--- src/rtl/nfifo_rr_reader_if.sv ---
// Signal bundle between the round-robin reader, the NFIFO read port and the downstream sink.
// master = reader side, slave = NFIFO + sink side.
interface nfifo_rr_reader_if #(
  parameter int DATA_WIDTH = 64,
  parameter int FLOWS      = 4,
  parameter int AW         = (FLOWS > 1) ? $clog2(FLOWS) : 1
);
  logic [FLOWS-1:0]      empty;
  logic [AW-1:0]         rd_blk_addr;
  logic                  read;
  logic                  pipe_en;
  logic [DATA_WIDTH-1:0] data_out;
  logic                  data_vld;
  logic [DATA_WIDTH-1:0] tx_data;
  logic [AW-1:0]         tx_flow;
  logic                  tx_vld;
  logic                  tx_rdy;
  logic [31:0]           stat_words;

  modport master (
    input  empty, data_out, data_vld, tx_rdy,
    output rd_blk_addr, read, pipe_en, tx_data, tx_flow, tx_vld, stat_words
  );
  modport slave (
    output empty, data_out, data_vld, tx_rdy,
    input  rd_blk_addr, read, pipe_en, tx_data, tx_flow, tx_vld, stat_words
  );
endinterface

--- src/rtl/nfifo_rr_reader.sv ---
// Round-robin burst reader draining NFIFO flows into a 4-entry credit-limited buffer.
// Optional macro NFIFO_RR_READER_STATS_EN enables the STAT_WORDS transfer counter.
module nfifo_rr_reader #(
  parameter int DATA_WIDTH = 64,
  parameter int FLOWS      = 4,
  parameter bit OUTPUT_REG = 1'b0,
  parameter int BURST      = 8
) (
  input logic               clk,
  input logic               reset,
  nfifo_rr_reader_if.master bus
);
  localparam int AW  = (FLOWS > 1) ? $clog2(FLOWS) : 1;
  localparam int LAT = OUTPUT_REG ? 2 : 1;

  typedef enum logic [1:0] {S_IDLE, S_ARB, S_BURST} state_t;

  typedef struct packed {
    logic [DATA_WIDTH-1:0] data;
    logic [AW-1:0]         flow;
  } ent_t;

  state_t        state;
  logic [AW-1:0] sel, last, pick;
  logic [7:0]    bcnt;
  logic          rd_en;
  ent_t          fifo_q [4];
  logic [1:0]    wr_ptr, rd_ptr;
  logic [2:0]    occ, infl;
  logic [AW-1:0] tag_pipe [LAT];
  logic [2*FLOWS-1:0] rot;
  logic          rd, push, pop, tx_vld, credit_ok;

  // Buffer slots are reserved at read time, so the buffer can never overflow.
  assign credit_ok = (occ + infl) < 3'd4;
  assign rd        = reset & rd_en & ~bus.empty[sel] & credit_ok;
  assign push      = bus.data_vld & (infl != 3'd0);
  assign tx_vld    = (occ != 3'd0);
  assign pop       = tx_vld & bus.tx_rdy;

  // Rotate the non-empty mask so bit 0 is the flow right after the last one served.
  always_comb begin
    rot  = {~bus.empty, ~bus.empty} >> (int'(last) + 1);
    pick = last;
    for (int j = FLOWS - 1; j >= 0; j--)
      if (rot[j]) pick = AW'((int'(last) + 1 + j) % FLOWS);
  end

  always_ff @(posedge clk) begin
    if (!reset) begin
      state <= S_IDLE;
      sel   <= '0;
      last  <= AW'(FLOWS - 1);
      bcnt  <= '0;
      rd_en <= 1'b0;
    end else begin
      case (state)
        S_IDLE: if (!(&bus.empty)) state <= S_ARB;
        S_ARB: begin
          if (&bus.empty) state <= S_IDLE;
          else begin
            sel   <= pick;
            last  <= pick;
            bcnt  <= '0;
            rd_en <= 1'b1;
            state <= S_BURST;
          end
        end
        S_BURST: begin
          if (rd) bcnt <= bcnt + 8'd1;
          if (&bus.empty) begin
            state <= S_IDLE;
            rd_en <= 1'b0;
          end else if (bus.empty[sel] || (rd && (bcnt + 8'd1) == 8'(BURST))) begin
            state <= S_ARB;
            rd_en <= 1'b0;
          end
        end
        default: state <= S_IDLE;
      endcase
    end
  end

  // Tags shift every cycle; NFIFO latency is fixed, so the tag at depth LAT-1 matches DATA_VLD.
  always_ff @(posedge clk) begin
    if (!reset) begin
      occ    <= '0;
      infl   <= '0;
      wr_ptr <= '0;
      rd_ptr <= '0;
      for (int i = 0; i < 4; i++) fifo_q[i] <= '0;
      for (int i = 0; i < LAT; i++) tag_pipe[i] <= '0;
    end else begin
      tag_pipe[0] <= sel;
      for (int i = 1; i < LAT; i++) tag_pipe[i] <= tag_pipe[i-1];
      if (push) begin
        fifo_q[wr_ptr].data <= bus.data_out;
        fifo_q[wr_ptr].flow <= tag_pipe[LAT-1];
        wr_ptr <= wr_ptr + 2'd1;
      end
      if (pop) rd_ptr <= rd_ptr + 2'd1;
      occ  <= occ + 3'(push) - 3'(pop);
      infl <= infl + 3'(rd) - 3'(push);
    end
  end

  assign bus.rd_blk_addr = sel;
  assign bus.read        = rd;
  assign bus.pipe_en     = reset;
  assign bus.tx_vld      = tx_vld;
  assign bus.tx_data     = fifo_q[rd_ptr].data;
  assign bus.tx_flow     = fifo_q[rd_ptr].flow;

`ifdef NFIFO_RR_READER_STATS_EN
  logic [31:0] stat_cnt;
  always_ff @(posedge clk) begin
    if (!reset)   stat_cnt <= '0;
    else if (pop) stat_cnt <= stat_cnt + 32'd1;
  end
  assign bus.stat_words = stat_cnt;
`else
  assign bus.stat_words = 32'd0;
`endif
endmodule

--- src/flat_wrapper.sv ---
// flat-port wrapper written by rule: the top's interface ports become plain ports
module nfifo_rr_reader_flat 
#(
  parameter int DATA_WIDTH = 64,
  parameter int FLOWS      = 4,
  parameter bit OUTPUT_REG = 1'b0,
  parameter int BURST      = 8
)
  (clk, reset, bus_empty, bus_data_out, bus_data_vld, bus_tx_rdy, bus_rd_blk_addr, bus_read, bus_pipe_en, bus_tx_data, bus_tx_flow, bus_tx_vld, bus_stat_words);
  nfifo_rr_reader_if #(.DATA_WIDTH(DATA_WIDTH), .FLOWS(FLOWS)) bus_i ();
  input logic clk;
  input logic reset;
  input wire logic [$bits(bus_i.empty)-1:0] bus_empty;
  input wire logic [$bits(bus_i.data_out)-1:0] bus_data_out;
  input wire logic [$bits(bus_i.data_vld)-1:0] bus_data_vld;
  input wire logic [$bits(bus_i.tx_rdy)-1:0] bus_tx_rdy;
  output wire logic [$bits(bus_i.rd_blk_addr)-1:0] bus_rd_blk_addr;
  output wire logic [$bits(bus_i.read)-1:0] bus_read;
  output wire logic [$bits(bus_i.pipe_en)-1:0] bus_pipe_en;
  output wire logic [$bits(bus_i.tx_data)-1:0] bus_tx_data;
  output wire logic [$bits(bus_i.tx_flow)-1:0] bus_tx_flow;
  output wire logic [$bits(bus_i.tx_vld)-1:0] bus_tx_vld;
  output wire logic [$bits(bus_i.stat_words)-1:0] bus_stat_words;
  assign bus_i.empty = bus_empty;
  assign bus_i.data_out = bus_data_out;
  assign bus_i.data_vld = bus_data_vld;
  assign bus_i.tx_rdy = bus_tx_rdy;
  assign bus_rd_blk_addr = bus_i.rd_blk_addr;
  assign bus_read = bus_i.read;
  assign bus_pipe_en = bus_i.pipe_en;
  assign bus_tx_data = bus_i.tx_data;
  assign bus_tx_flow = bus_i.tx_flow;
  assign bus_tx_vld = bus_i.tx_vld;
  assign bus_stat_words = bus_i.stat_words;
  nfifo_rr_reader #(.DATA_WIDTH(DATA_WIDTH), .FLOWS(FLOWS), .OUTPUT_REG(OUTPUT_REG), .BURST(BURST)) u_core (.clk(clk), .reset(reset), .bus(bus_i));
endmodule
--- config.mk ---
export PLATFORM = sky130hd
export DESIGN_NAME = nfifo_rr_reader_flat
export DESIGN_NICKNAME = d
export VERILOG_FILES = /design/src/rtl/nfifo_rr_reader_if.sv /design/src/rtl/nfifo_rr_reader.sv /design/src/flat_wrapper.sv
export SDC_FILE = /design/constraint.sdc
export NUM_CORES = 1
export LEC_CHECK = 0
export CORE_UTILIZATION = 59
export DETAILED_ROUTE_END_ITERATION = 6
export PLACE_DENSITY_LB_ADDON = 0.25
export SLEW_MARGIN = 20
export SYNTH_ARGS = -nofsm -noshare
export SYNTH_HDL_FRONTEND = slang
export SYNTH_SLANG_ARGS = --single-unit
--- constraint.sdc ---
create_clock -name clk -period 19 [get_ports clk]
set_input_delay 2.85 -clock clk [delete_from_list [all_inputs] [get_ports clk]]
set_output_delay 2.85 -clock clk [all_outputs]
set_load 0.05 [all_outputs]
Word-level counts from Yosys, hierarchy flattened
Memory sizes are Yosys's and may differ from the RTL's. A register that Yosys moved wholly into a read port is not among the register bits.
Index checks and enable logic that the tools add are counted.
W data, S select, Z words.
{"block": "word_totals", "memories": 2, "ramBits": 266, "latchBits": 0, "romBits": 0, "out_inout_bits": 103, "word_cells": 84, "register_bits": 25, "in_bits": 72}
{"memory": "u_core.fifo_q", "words": 4, "width": 66, "rd": 1, "rd_clocked_by_memory_dff": 1, "write_ports": 4, "line_no": "nfifo_rr_reader.sv:27", "rtl": "ent_t fifo_q [4];"}
{"memory": "u_core.tag_pipe", "words": 1, "width": 2, "rd": 1, "rd_clocked_by_memory_dff": 0, "write_ports": 1, "line_no": "nfifo_rr_reader.sv:30", "rtl": "logic [AW-1:0] tag_pipe [LAT];"}
{"block": "op_classes", "bitwise": 8, "shift": 1, "n_div": 0, "magnitude_cmp": 2, "multipliers": 0, "addsub": 12, "n_mux": 30, "n_reduce_logical": 13, "n_eq_ne": 7}
{"op": "$mux W66", "n": 1}
{"op": "$reduce_or A66 Y1", "n": 1}
{"op": "$mux W2", "n": 12}
{"op": "$mux W8", "n": 2}
{"op": "$pmux W8 S2", "n": 1}
{"op": "$mux W1", "n": 11}
{"op": "$add A8 B1 Y8 const B", "n": 1}
{"op": "$eq A8 B4 Y1 const B", "n": 1}
{"op": "$shr A8 B3 Y4", "n": 1}
{"op": "$add A2 B1 Y2 const B", "n": 3}
{"op": "$add A3 B1 Y3", "n": 2}
{"op": "$pmux W2 S3", "n": 1}
{"op": "$reduce_and A3 Y1", "n": 2}
{"op": "$reduce_bool A3 Y1", "n": 2}
{"op": "$sub A3 B1 Y3", "n": 2}
{"op": "$and A1 B1 Y1", "n": 5}
{"op": "$add A2 B2 Y2 const B", "n": 2}
{"op": "$ne A2 B2 Y1 const B", "n": 2}
{"op": "$not A4 Y4", "n": 1}
{"op": "$reduce_and A2 Y1", "n": 2}
{"op": "$reduce_and A4 Y1", "n": 1}
{"op": "$add A2 B1 Y3 const B", "n": 1}
{"op": "$add A3 B3 Y3", "n": 1}
{"op": "$lt A2 B3 Y1 const B", "n": 1}
{"op": "other kinds (13)", "n": 14}

Depth between registers and ports, before layout
Gate-level depths: netlist (run 1).
{"block": "logic_depth", "depth_word": 10, "ltp_mapped": 10, "ltp_nobuf": 10}

Least setup slack after synthesis (run 1)
OpenSTA, ideal clock, no wires.
{"block": "synth_path", "path_kind": "input to register", "from": "input port bus_data_vld", "to": "memory u_core.fifo_q[1][0] (netlist bit) (enable)", "required_ns": 18.419, "path_slack_ns": 10.785, "path_buffers": 0, "arrival_ns": 7.634, "cell_stages": 2, "setup_ns": 0.581, "path_cell_list": "o31ai_1 -> o21ai_0"}
{"item": "start: declaration", "line_no": "flat_wrapper.sv:15", "rtl": "input wire logic [$bits(bus_i.data_vld)-1:0] bus_data_vld;"}
{"item": "end: declaration", "line_no": "nfifo_rr_reader.sv:27"}

Worst setup path in the final report (run 1)
{"block": "layout_path", "from": "input port bus_empty[1]", "to": "output port bus_read"}
{"block": "layout_between", "elab_chain_cells": 5}
{"item": "start: declaration", "line_no": "flat_wrapper.sv:13", "rtl": "input wire logic [$bits(bus_i.empty)-1:0] bus_empty;"}
{"item": "$bmux W1 S2", "line_no": "nfifo_rr_reader.sv:36", "rtl": "assign rd = reset & rd_en & ~bus.empty[sel] & credit_ok;"}
{"item": "$mux W1 (not written as such)", "line_no": "nfifo_rr_reader.sv:36"}
{"item": "$not A1 Y1", "line_no": "nfifo_rr_reader.sv:36"}
{"item": "$and A1 B1 Y1 (2 in a row)", "line_no": "nfifo_rr_reader.sv:36"}
{"item": "end: declaration", "line_no": "flat_wrapper.sv:18", "rtl": "output wire logic [$bits(bus_i.read)-1:0] bus_read;"}
Every way passes these cells. The select of a mux whose other input is x is not followed.

==> impl_metrics.py, run 1 <==
metrics = {
    "routing": {
        "drt_iter0_markers": 499,
        "ant_nets": 0,
        "viasPerCell": 5.59,
        "first_pass_iters": 4,
        "route.detailed.drc": 0,
        "wl_per_cell_um": 19.1,
        "vias": 7642,
        "routed_wl_mm": 26.1,
    },
    "setup_path": {
        "worstReg2RegEnd": "u_core.infl[2]",
        "startpoint": "bus_empty[1]",
        "end_kind": "output pin",
        "crit_path_end": "bus_read",
        "worstReg2RegStart": "u_core.occ[1]",
        "critical_path.max_stage_delay_ns": 0.82,
        "cp_common_cell": "clkdlybuf4s50_1",
        "arrival_ns": 5.24,
        "r2r_cells": 10,
        "worstSetupPathType": "in2out",
        "worstPathCellList": "clkdlybuf4s50_1 -> mux4_2 -> nor2_4 -> nand2_2 -> inv_1 -> clkdlybuf4s50_1",
        "rrSetupSlack_ns": 16.35,
        "path_max_fanout": 8,
        "required_ns": 16.15,
        "startpoint_type": "input pin",
        "slowest_stage": "clkdlybuf4s50_1",
    },
    "finish": {
        "nets": 1153,
        "nFillCells": 1394,
        "drive_gt1_share_pct": 12.2,
        "final_core_util_pct": 72.8,
        "syn_to_final_growth_pct": 19.5,
        "antenna_cells": 0,
    },
    "cts": {
        "ctsHoldBuffers": 0,
        "post_cts_buffers": 0,
        "path_clk_slew_ns": 0.06,
        "clk_latency_ns": 0.53,
        "cts_inserted_buffers": 30,
        "h-tree-depth": 1,
        "clock_sinks": 293,
        "tritoncts": "done",
        "cts.repair.resized": 0,
        "clockBufferDepth": 3,
        "clock-root-buffer": "clkbuf_16",
    },
    "timing": {
        "fin_crit_sh_pct": 42.6,
        "setup_viol_count_final": 0,
        "hold_viol": 0,
        "rsz0062_at_grt": "false",
        "min_period_ns": 8.09,
        "finalClockSkew_ns": 0.00686,
        "setup_tns_ns": 0,
        "tightest_slew_ns": 1.08,
        "fmax_ghz": 0.124,
        "maxSlewHeadroom_pct": 27.9,
        "final_max_slew_viol_count": 0,
    },
    "global_routing": {
        "grt_pass1_vias": 7654,
        "antenna_found_initial": 0,
        "grt_overflow": 0,
        "grt_use_total_pct": 23.8,
        "grt_max_degree": 68,
        "grt_pass1_wl_mm": 40.4,
    },
    "logic_synthesis": {
        "async_flop_share_pct": 0,
        "syn_area_sq_um": 12900,
        "synth.area.top_cells": "edfxtp_1 61%, mux4_2 12%, dfxtp_1 4.5%",
        "post-synth-top-count-cell": "edfxtp_1",
        "synth_area_leader_cell": "edfxtp_1",
        "ys_types": 50,
        "synth_common_cells": "264 x edfxtp_1, 148 x nor2_1, 84 x nand2_1",
        "synth_edf_count": 264,
        "synth_top_area_share_pct": 61.3,
        "synth-seq-cells": 293,
        "ys.flop_type": "edfxtp_1",
        "synth_warnings": 0,
        "synthCells": 936,
        "synth.avg_cell_area_sq_um": 13.8,
        "seq_area_frac_synth_pct": 65.8,
    },
    "die": {
        "rows": 53,
        "pin_count": 175,
        "start_util_pct": 60.9,
        "core_area_sq_um": 21200,
        "die-area_sq_um": 22500,
        "die_y_um": 150,
        "die_w_um": 150,
    },
    "power_and_ir_drop": {
        "ir_drop_uv": 99.3,
        "p_per_area_nw_per_um2": 138,
        "power.leakage_nw": 5.92,
    },
    "place": {
        "io_buffer_count": 142,
        "gp_congestion": 0.891,
        "hpwl_mm": 14.5,
    },
    "worst_hold_path": {
        "hold_path_class": "reg2reg",
    },
    "outcome": {
        "run_status": "completed",
    },
    "job": {
        "max_cap_viol_count": 0,
    },
}
-- how the worst min path moves through the flow --
stage	slack (ns)	start	cells after the start	to
2_1_floorplan	0.43	u_core.rd_en	2	u_core.rd_en
3_3_place_gp	0.45	u_core.rd_en	2	u_core.rd_en
3_5_place_dp	0.45	u_core.rd_en	2	u_core.rd_en
4_1_cts	0.46	u_core.rd_en	2	u_core.rd_en
5_1_grt	0.48	u_core.rd_en	2	u_core.rd_en
6_report	0.47	u_core.rd_en	2	u_core.rd_en
-- state kept, by name, indices dropped and copies added (netlist names), named ones only --
signal / flops
u_core.rd_ptr: 2
u_core.fifo_q: 264
u_core.bcnt: 8
u_core.rd_en: 1
u_core.wr_ptr: 2
u_core.state: 2
u_core.bus.rd_blk_addr: 2
u_core.occ: 3
u_core.tag_pipe: 2
u_core.last: 2
u_core.infl: 3
-- final cells by class --
cell class | count | area (sq um) | area share [%]
clock buffer | 43 | 861 | 5.57
clock inverter | 11 | 97.6 | 0.632
inverter | 82 | 308 | 1.99
multi-input combinational | 511 | 3840 | 24.8
sequential | 293 | 8520 | 55.1
tap | 275 | 344 | 2.23
timing repair buffer | 151 | 1490 | 9.64
-- kinds of logic (layout without fill, tap and decap cells) --
| group | after synthesis | count (layout) | share of synthesized area, % |
|---|---|---|---|
| adders and majority gates | 12 | 12 | 1.28 |
| muxes | 67 | 67 | 11.7 |
| DFF | 293 | 293 | 65.8 |
| and+or+nand+nor | 345 | 345 | 12.2 |
| buffers and inverters | 163 | 287 | 5.91 |
| other | 1 | 32 | 0.0290 |
| xor gates and xnor gates | 11 | 11 | 0.803 |
| AOI/OAI and AO/OA | 44 | 44 | 2.32 |
-- critical path, delay by kind of cell --
family	cells	cell delay [ns]
buf+inv	3	1.51
mux	1	0.59
simple gates	2	0.30
-- routing by layer --
metal	routed length (um)	GRT usage (%)
met1	10600	31.3
met2	13300	41.6
met3	1640	3.05
met4	583	7.02
met5	0	0
-- cell usage in the layout, fill, tap and decap left out, types with 27 or more instances in the layout --
| cell type | netlist | routed |
|---|---|---|
| conb_1 | 1 | 32 |
| inv_1 | 82 | 82 |
| clkbuf_16 | 0 | 31 |
| clkdlybuf4s50_1 | 0 | 142 |
| and2_1 | 75 | 75 |
| mux4_2 | 67 | 67 |
| dfxtp_1 | 29 | 27 |
| nor2_1 | 148 | 147 |
| nand2_1 | 84 | 83 |
| edfxtp_1 | 264 | 264 |
-- stage by stage --
stage	area, sq um	setup WS (ns)	cells	power [mW]	hold WS (ns)
6_report	15500	10.91	1366	2.14	0.470
5_1_grt	15500	10.79	1366	2.22	0.480
4_1_cts	15500	10.92	1366	2.16	0.464
3_5_place_dp	14500	10.93	1312	1.59	0.454
3_3_place_gp	14500	11.01	1312	1.58	0.451
2_1_floorplan	13000	10.79	967	1.37	0.429
-- where the power goes --
| part | switching, mW | total [mW] | internal (mW) |
|---|---|---|---|
| Combinational | 0.452 | 0.716 | 0.263 |
| Sequential | 0.0580 | 0.856 | 0.798 |
| Clock | 0.226 | 0.564 | 0.338 |
| Total | 0.736 | 2.14 | 1.40 |
No activity file was read; power rests on OpenSTA's default activity.
==> run 2: changes to the inputs <==
--- a/config.mk
+++ b/config.mk
@@ -5,7 +5,7 @@
 export SDC_FILE = /design/constraint.sdc
 export NUM_CORES = 1
 export LEC_CHECK = 0
-export CORE_UTILIZATION = 59
+export CORE_UTILIZATION = 50
 export DETAILED_ROUTE_END_ITERATION = 6
 export PLACE_DENSITY_LB_ADDON = 0.25
 export SLEW_MARGIN = 20
==> constraint.sdc (replaced) <==
create_clock -name clk -period 7.4 [get_ports clk]
set_input_delay 1.11 -clock clk [delete_from_list [all_inputs] [get_ports clk]]
set_output_delay 1.11 -clock clk [all_outputs]
set_load 0.05 [all_outputs]
==> run 2 against run 1 <==
  * Sequential share of layout area decreased by 0.57 points
  * Combinational power rose to 2.6 times the previous value
  * Sequential power rose to 2.6 times the previous value
  * Worst setup slack got worse by 8.2 ns
  * Clock skew increased by 0.010 ns
  * Sequential cell count unchanged
  * Hold slack improved by 0.021 ns
  * First-iteration DRC count fell by 11%
  * Clock power grew to 2.7 times the previous value
  * Routed wire length is 0.57% lower
  * Cell count is 4.2% higher
  * Critical path depth is 1 higher
==> impl_metrics.py, run 2 (same netlist as run 1, synthesis figures left out) <==
metrics = {
    "global_routing": {
        "grt_pass1_wl_mm": 40.2,
        "grt_use_total_pct": 19.9,
        "grt_max_degree": 68,
        "grt_pass1_vias": 7572,
        "grt_overflow": 0,
        "antenna_found_initial": 0,
    },
    "cts": {
        "clockBufferDepth": 3,
        "clock_sinks": 293,
        "path_clk_slew_ns": 0.06,
        "post_cts_buffers": 0,
        "tritoncts": "done",
        "ctsHoldBuffers": 0,
        "cts_inserted_buffers": 30,
        "clock-root-buffer": "clkbuf_16",
        "cts.repair.resized": 0,
        "clk_latency_ns": 0.54,
        "h-tree-depth": 1,
    },
    "die": {
        "rows": 58,
        "pin_count": 175,
        "core_area_sq_um": 25300,
        "die_y_um": 163,
        "die-area_sq_um": 26500,
        "start_util_pct": 51.2,
        "die_w_um": 163,
    },
    "setup_path": {
        "required_ns": 6.29,
        "worstReg2RegStart": "u_core.wr_ptr[0]",
        "rrSetupSlack_ns": 4.49,
        "worstReg2RegEnd": "u_core.fifo_q[1][56]",
        "worstSetupPathType": "in2out",
        "startpoint": "reset",
        "arrival_ns": 3.58,
        "end_kind": "output pin",
        "path_max_fanout": 13,
        "r2r_cells": 3,
        "startpoint_type": "input pin",
    },
    "timing": {
        "maxSlewHeadroom_pct": 26.3,
        "fin_hold_ws_ns": 0.491,
        "final_max_slew_viol_count": 0,
        "tightest_slew_ns": 1.11,
        "hold_viol": 0,
        "setup_tns_ns": 0,
        "setup_viol_count_final": 0,
        "finalClockSkew_ns": 0.0171,
        "fin_crit_sh_pct": 63.4,
        "min_period_ns": 4.69,
        "fmax_ghz": 0.213,
        "rsz0062_at_grt": "false",
    },
    "routing": {
        "first_pass_iters": 5,
        "vias": 7466,
        "ant_nets": 0,
        "drt_iter0_markers": 443,
        "wl_per_cell_um": 18.2,
        "route.detailed.drc": 0,
        "routed_wl_mm": 26.0,
        "viasPerCell": 5.24,
    },
    "finish": {
        "antenna_cells": 0,
        "layout_commonest_cell": "edfxtp_1",
        "syn_to_final_growth_pct": 20.8,
        "top_register": "u_core.fifo_q",
        "top_regs": "u_core.fifo_q (264), u_core.bcnt (8)",
        "final_cell_mix": "264 x edfxtp_1, 147 x nor2_1, 142 x clkdlybuf4s50_1",
        "drive_gt1_share_pct": 13.3,
        "largest_reg_flops": 264,
        "final_core_util_pct": 61.8,
        "nets": 1154,
        "finalNonFillerCells": 1424,
    },
    "worst_hold_path": {
        "hold_path_startpoint": "u_core.rd_en",
        "whs_endpoint": "u_core.rd_en",
        "holdPathStages": 2,
        "hold_path_class": "reg2reg",
    },
    "power_and_ir_drop": {
        "p_per_area_nw_per_um2": 356,
        "power.leakage_nw": 5.98,
        "ir_drop_uv": 254,
    },
    "place": {
        "placed_cells": 1367,
        "gp_congestion": 0.857,
        "io_buffer_count": 142,
        "hpwl_mm": 14.5,
    },
    "outcome": {
        "run_status": "completed",
    },
    "job": {
        "max_cap_viol_count": 0,
    },
}
## run 2: worst max-delay path, stage by stage
cell             delay [ns]
clkdlybuf4s50_1        0.69
buf_4                  0.31
nand2_1                0.17
nor2_4                 0.21
nand2_2                0.11
inv_1                  0.16
clkdlybuf4s50_1        0.82
## run 2: how the worst max path moves through the flow
stage,end,slack [ns]
2_1_floorplan,u_core.fifo_q[1][0],0.93
3_3_place_gp,bus_read,2.78
3_5_place_dp,bus_read,2.73
4_1_cts,bus_read,2.71
5_1_grt,bus_read,2.55
6_report,bus_read,2.71
## run 2: power by group
group | internal [mW] | switching (mW)
Sequential | 2.05 | 0.155
Combinational | 0.681 | 1.15
Clock | 0.920 | 0.601
Total | 3.65 | 1.91
## run 2: per-stage QoR
step	setup slack (ns)	cell area (sq um)	total power [mW]
after global placement	2.78	14600	4.07
final	2.71	15600	5.56
after floorplan	0.925	13000	3.52
after CTS	2.71	15600	5.61
after global routing	2.55	15600	5.78
after detailed placement	2.73	14600	4.09
## run 2: area by class of cell
class / instances / area [sq um]
fill: 1943 / 9640
clock buffer: 44 / 915
timing repair buffer: 152 / 1520
tap: 330 / 413
multi-input combinational: 511 / 3840
inverter: 82 / 308
sequential: 293 / 8520
clock inverter: 12 / 109
## run 2: layer usage
layer / vias to the layer above / part of all wire, % / track usage [%]
met1: 3686 / 41 / 26.1
met3: 35 / 5.7 / 2.75
met2: 219 / 52 / 35.2
li1: 3526 / - / -
met5: - / 0 / 0
met4: 0 / 1.5 / 4.38
==> run 3: changes to the inputs <==
--- a/config.mk
+++ b/config.mk
@@ -5,7 +5,7 @@
 export SDC_FILE = /design/constraint.sdc
 export NUM_CORES = 1
 export LEC_CHECK = 0
-export CORE_UTILIZATION = 50
+export CORE_UTILIZATION = 55
 export DETAILED_ROUTE_END_ITERATION = 6
 export PLACE_DENSITY_LB_ADDON = 0.25
 export SLEW_MARGIN = 20
==> constraint.sdc (replaced) <==
create_clock -name clk -period 4.78 [get_ports clk]
set_input_delay 0.717 -clock clk [delete_from_list [all_inputs] [get_ports clk]]
set_output_delay 0.717 -clock clk [all_outputs]
set_load 0.05 [all_outputs]
==> run 3 against run 2 <==
  * Cell count down 1.4%
  * Sequential cell count is the same
  * Core utilization up 6.0 points
  * Non-clock buffer count grew 1
  * First-iteration DRC count is 4.1% lower
  * Critical path depth shrank 1
  * Critical endpoint unchanged
==> impl_metrics.py, run 3 (same netlist as run 1, synthesis figures left out) <==
metrics = {
    "cts": {
        "ctsHoldBuffers": 0,
        "clock_sinks": 293,
        "cts.repair.resized": 0,
        "clk_latency_ns": 0.53,
        "tritoncts": "done",
        "cts_inserted_buffers": 29,
        "post_cts_buffers": 0,
        "path_clk_slew_ns": 0.07,
        "clock-root-buffer": "clkbuf_16",
        "h-tree-depth": 1,
        "clockBufferDepth": 3,
    },
    "setup_path": {
        "startpoint": "bus_empty[1]",
        "rrSetupSlack_ns": 2.08,
        "cp_common_cell": "clkdlybuf4s50_1",
        "worstSetupPathType": "in2out",
        "critical_path.max_stage_delay_ns": 0.82,
        "required_ns": 4.06,
        "startpoint_type": "input pin",
        "end_kind": "output pin",
        "slowest_stage": "clkdlybuf4s50_1",
        "r2r_cells": 10,
        "arrival_ns": 3.07,
        "path_max_fanout": 8,
        "crit_path_end": "bus_read",
        "worstReg2RegStart": "u_core.occ[1]",
        "worstPathCellList": "clkdlybuf4s50_1 -> mux4_2 -> nor2_4 -> nand2_2 -> inv_1 -> clkdlybuf4s50_1",
        "worstReg2RegEnd": "u_core.infl[2]",
    },
    "finish": {
        "top_register": "u_core.fifo_q",
        "layout_commonest_cell": "edfxtp_1",
        "drive_gt1_share_pct": 11.7,
        "antenna_cells": 0,
        "final_core_util_pct": 67.8,
        "largest_reg_flops": 264,
        "final_cell_mix": "264 x edfxtp_1, 147 x nor2_1, 142 x clkdlybuf4s50_1",
        "syn_to_final_growth_pct": 19.8,
        "nets": 1154,
        "top_regs": "u_core.fifo_q (264), u_core.bcnt (8)",
    },
    "timing": {
        "fmax_ghz": 0.264,
        "tightest_slew_ns": 1.07,
        "setup_viol_count_final": 0,
        "fin_hold_ws_ns": 0.463,
        "hold_viol": 0,
        "worst_slack_ns": 0.994,
        "finalClockSkew_ns": 0.0108,
        "fin_crit_sh_pct": 79.2,
        "setup_tns_ns": 0,
        "min_period_ns": 3.79,
        "rsz0062_at_grt": "false",
        "maxSlewHeadroom_pct": 29.0,
        "final_max_slew_viol_count": 0,
    },
    "global_routing": {
        "grt_max_degree": 68,
        "grt_pass1_wl_mm": 40.4,
        "grt_pass1_vias": 7634,
        "grt_use_total_pct": 21.9,
        "grt_overflow": 0,
        "antenna_found_initial": 0,
    },
    "job": {
        "max_cap_viol_count": 0,
    },
    "power_and_ir_drop": {
        "power.leakage_nw": 5.90,
        "ir_drop_uv": 455,
        "p_per_area_nw_per_um2": 544,
    },
    "die": {
        "core_area_sq_um": 22800,
        "rows": 55,
        "die_w_um": 155,
        "die-area_sq_um": 24100,
        "start_util_pct": 56.6,
        "pin_count": 175,
        "die_y_um": 155,
    },
    "place": {
        "post-place-ws_ns": 1.01,
        "gp_congestion": 0.868,
        "io_buffer_count": 142,
        "hpwl_mm": 14.5,
    },
    "routing": {
        "vias": 7476,
        "route.detailed.drc": 0,
        "viasPerCell": 5.32,
        "routed_wl_mm": 25.6,
        "wl_per_cell_um": 18.3,
        "drt_iter0_markers": 425,
        "first_pass_iters": 5,
        "ant_nets": 0,
    },
    "worst_hold_path": {
        "hold_path_class": "reg2reg",
    },
    "outcome": {
        "run_status": "completed",
    },
}
## run 3: changes by cell type in the layout (fill, tap and decap cells not counted)
cell       previous run  this run
clkbuf_8              9         1
clkbuf_1              4        15
buf_16                1         0
clkinv_1              1         4
clkbuf_16            31        30
clkinv_2              9         0
buf_12                0         3
buf_4                 9         8
## run 3: final cells by class
type                    count  area, sq um
repair buffers            153         1540
multi-input cells         511         3840
fillers                  1675         7360
inverters                  82          308
clock inverters             6         75.1
well taps                 313          392
clock buffers              46          821
flip-flops and latches    293         8520
## run 3: worst min-delay path by stage
| stage | start | to | depth (start not counted) | slack (ns) |
|---|---|---|---|---|
| global placement | u_core.rd_en | u_core.rd_en | 2 | 0.45 |
| finish | u_core.rd_en | u_core.rd_en | 2 | 0.46 |
| global route | u_core.rd_en | u_core.rd_en | 2 | 0.48 |
| CTS | u_core.rd_en | u_core.rd_en | 2 | 0.47 |
| detailed placement | u_core.rd_en | u_core.rd_en | 2 | 0.46 |
| floorplan | u_core.rd_en | u_core.rd_en | 2 | 0.43 |
## run 3: through the flow
step                      total power, mW  area, sq um  std cells
final                                8.42        15500       1404
after global routing                 8.75        15500       1404
after CTS                            8.50        15500       1404
after detailed placement             6.34        14600       1352
after global placement               6.31        14600       1352
after floorplan                      5.45        13000        967
## run 3: worst max-delay path: cells and delay by family
kind	cells	cell delay, ns
AND/OR/NAND/NOR	2	0.29
buffers and inverters	3	1.49
multiplexers	1	0.57
## run 3: routing by layer
metal	share of wire (%)	track usage, %	vias to the layer above
met5	0	0	-
met4	1.2	4.95	0
met3	6.0	3.20	27
met2	52	39.1	232
met1	41	28.6	3700
li1	-	-	3517
## run 3: where the power goes
part | total, mW | switching, mW | internal [mW] | leakage [nW]
registers | 3.38 | 0.215 | 3.17 | 2.97
clock network | 2.17 | 0.893 | 1.27 | 0.429
logic | 2.87 | 1.80 | 1.07 | 2.50
total | 8.42 | 2.91 | 5.51 | 5.90
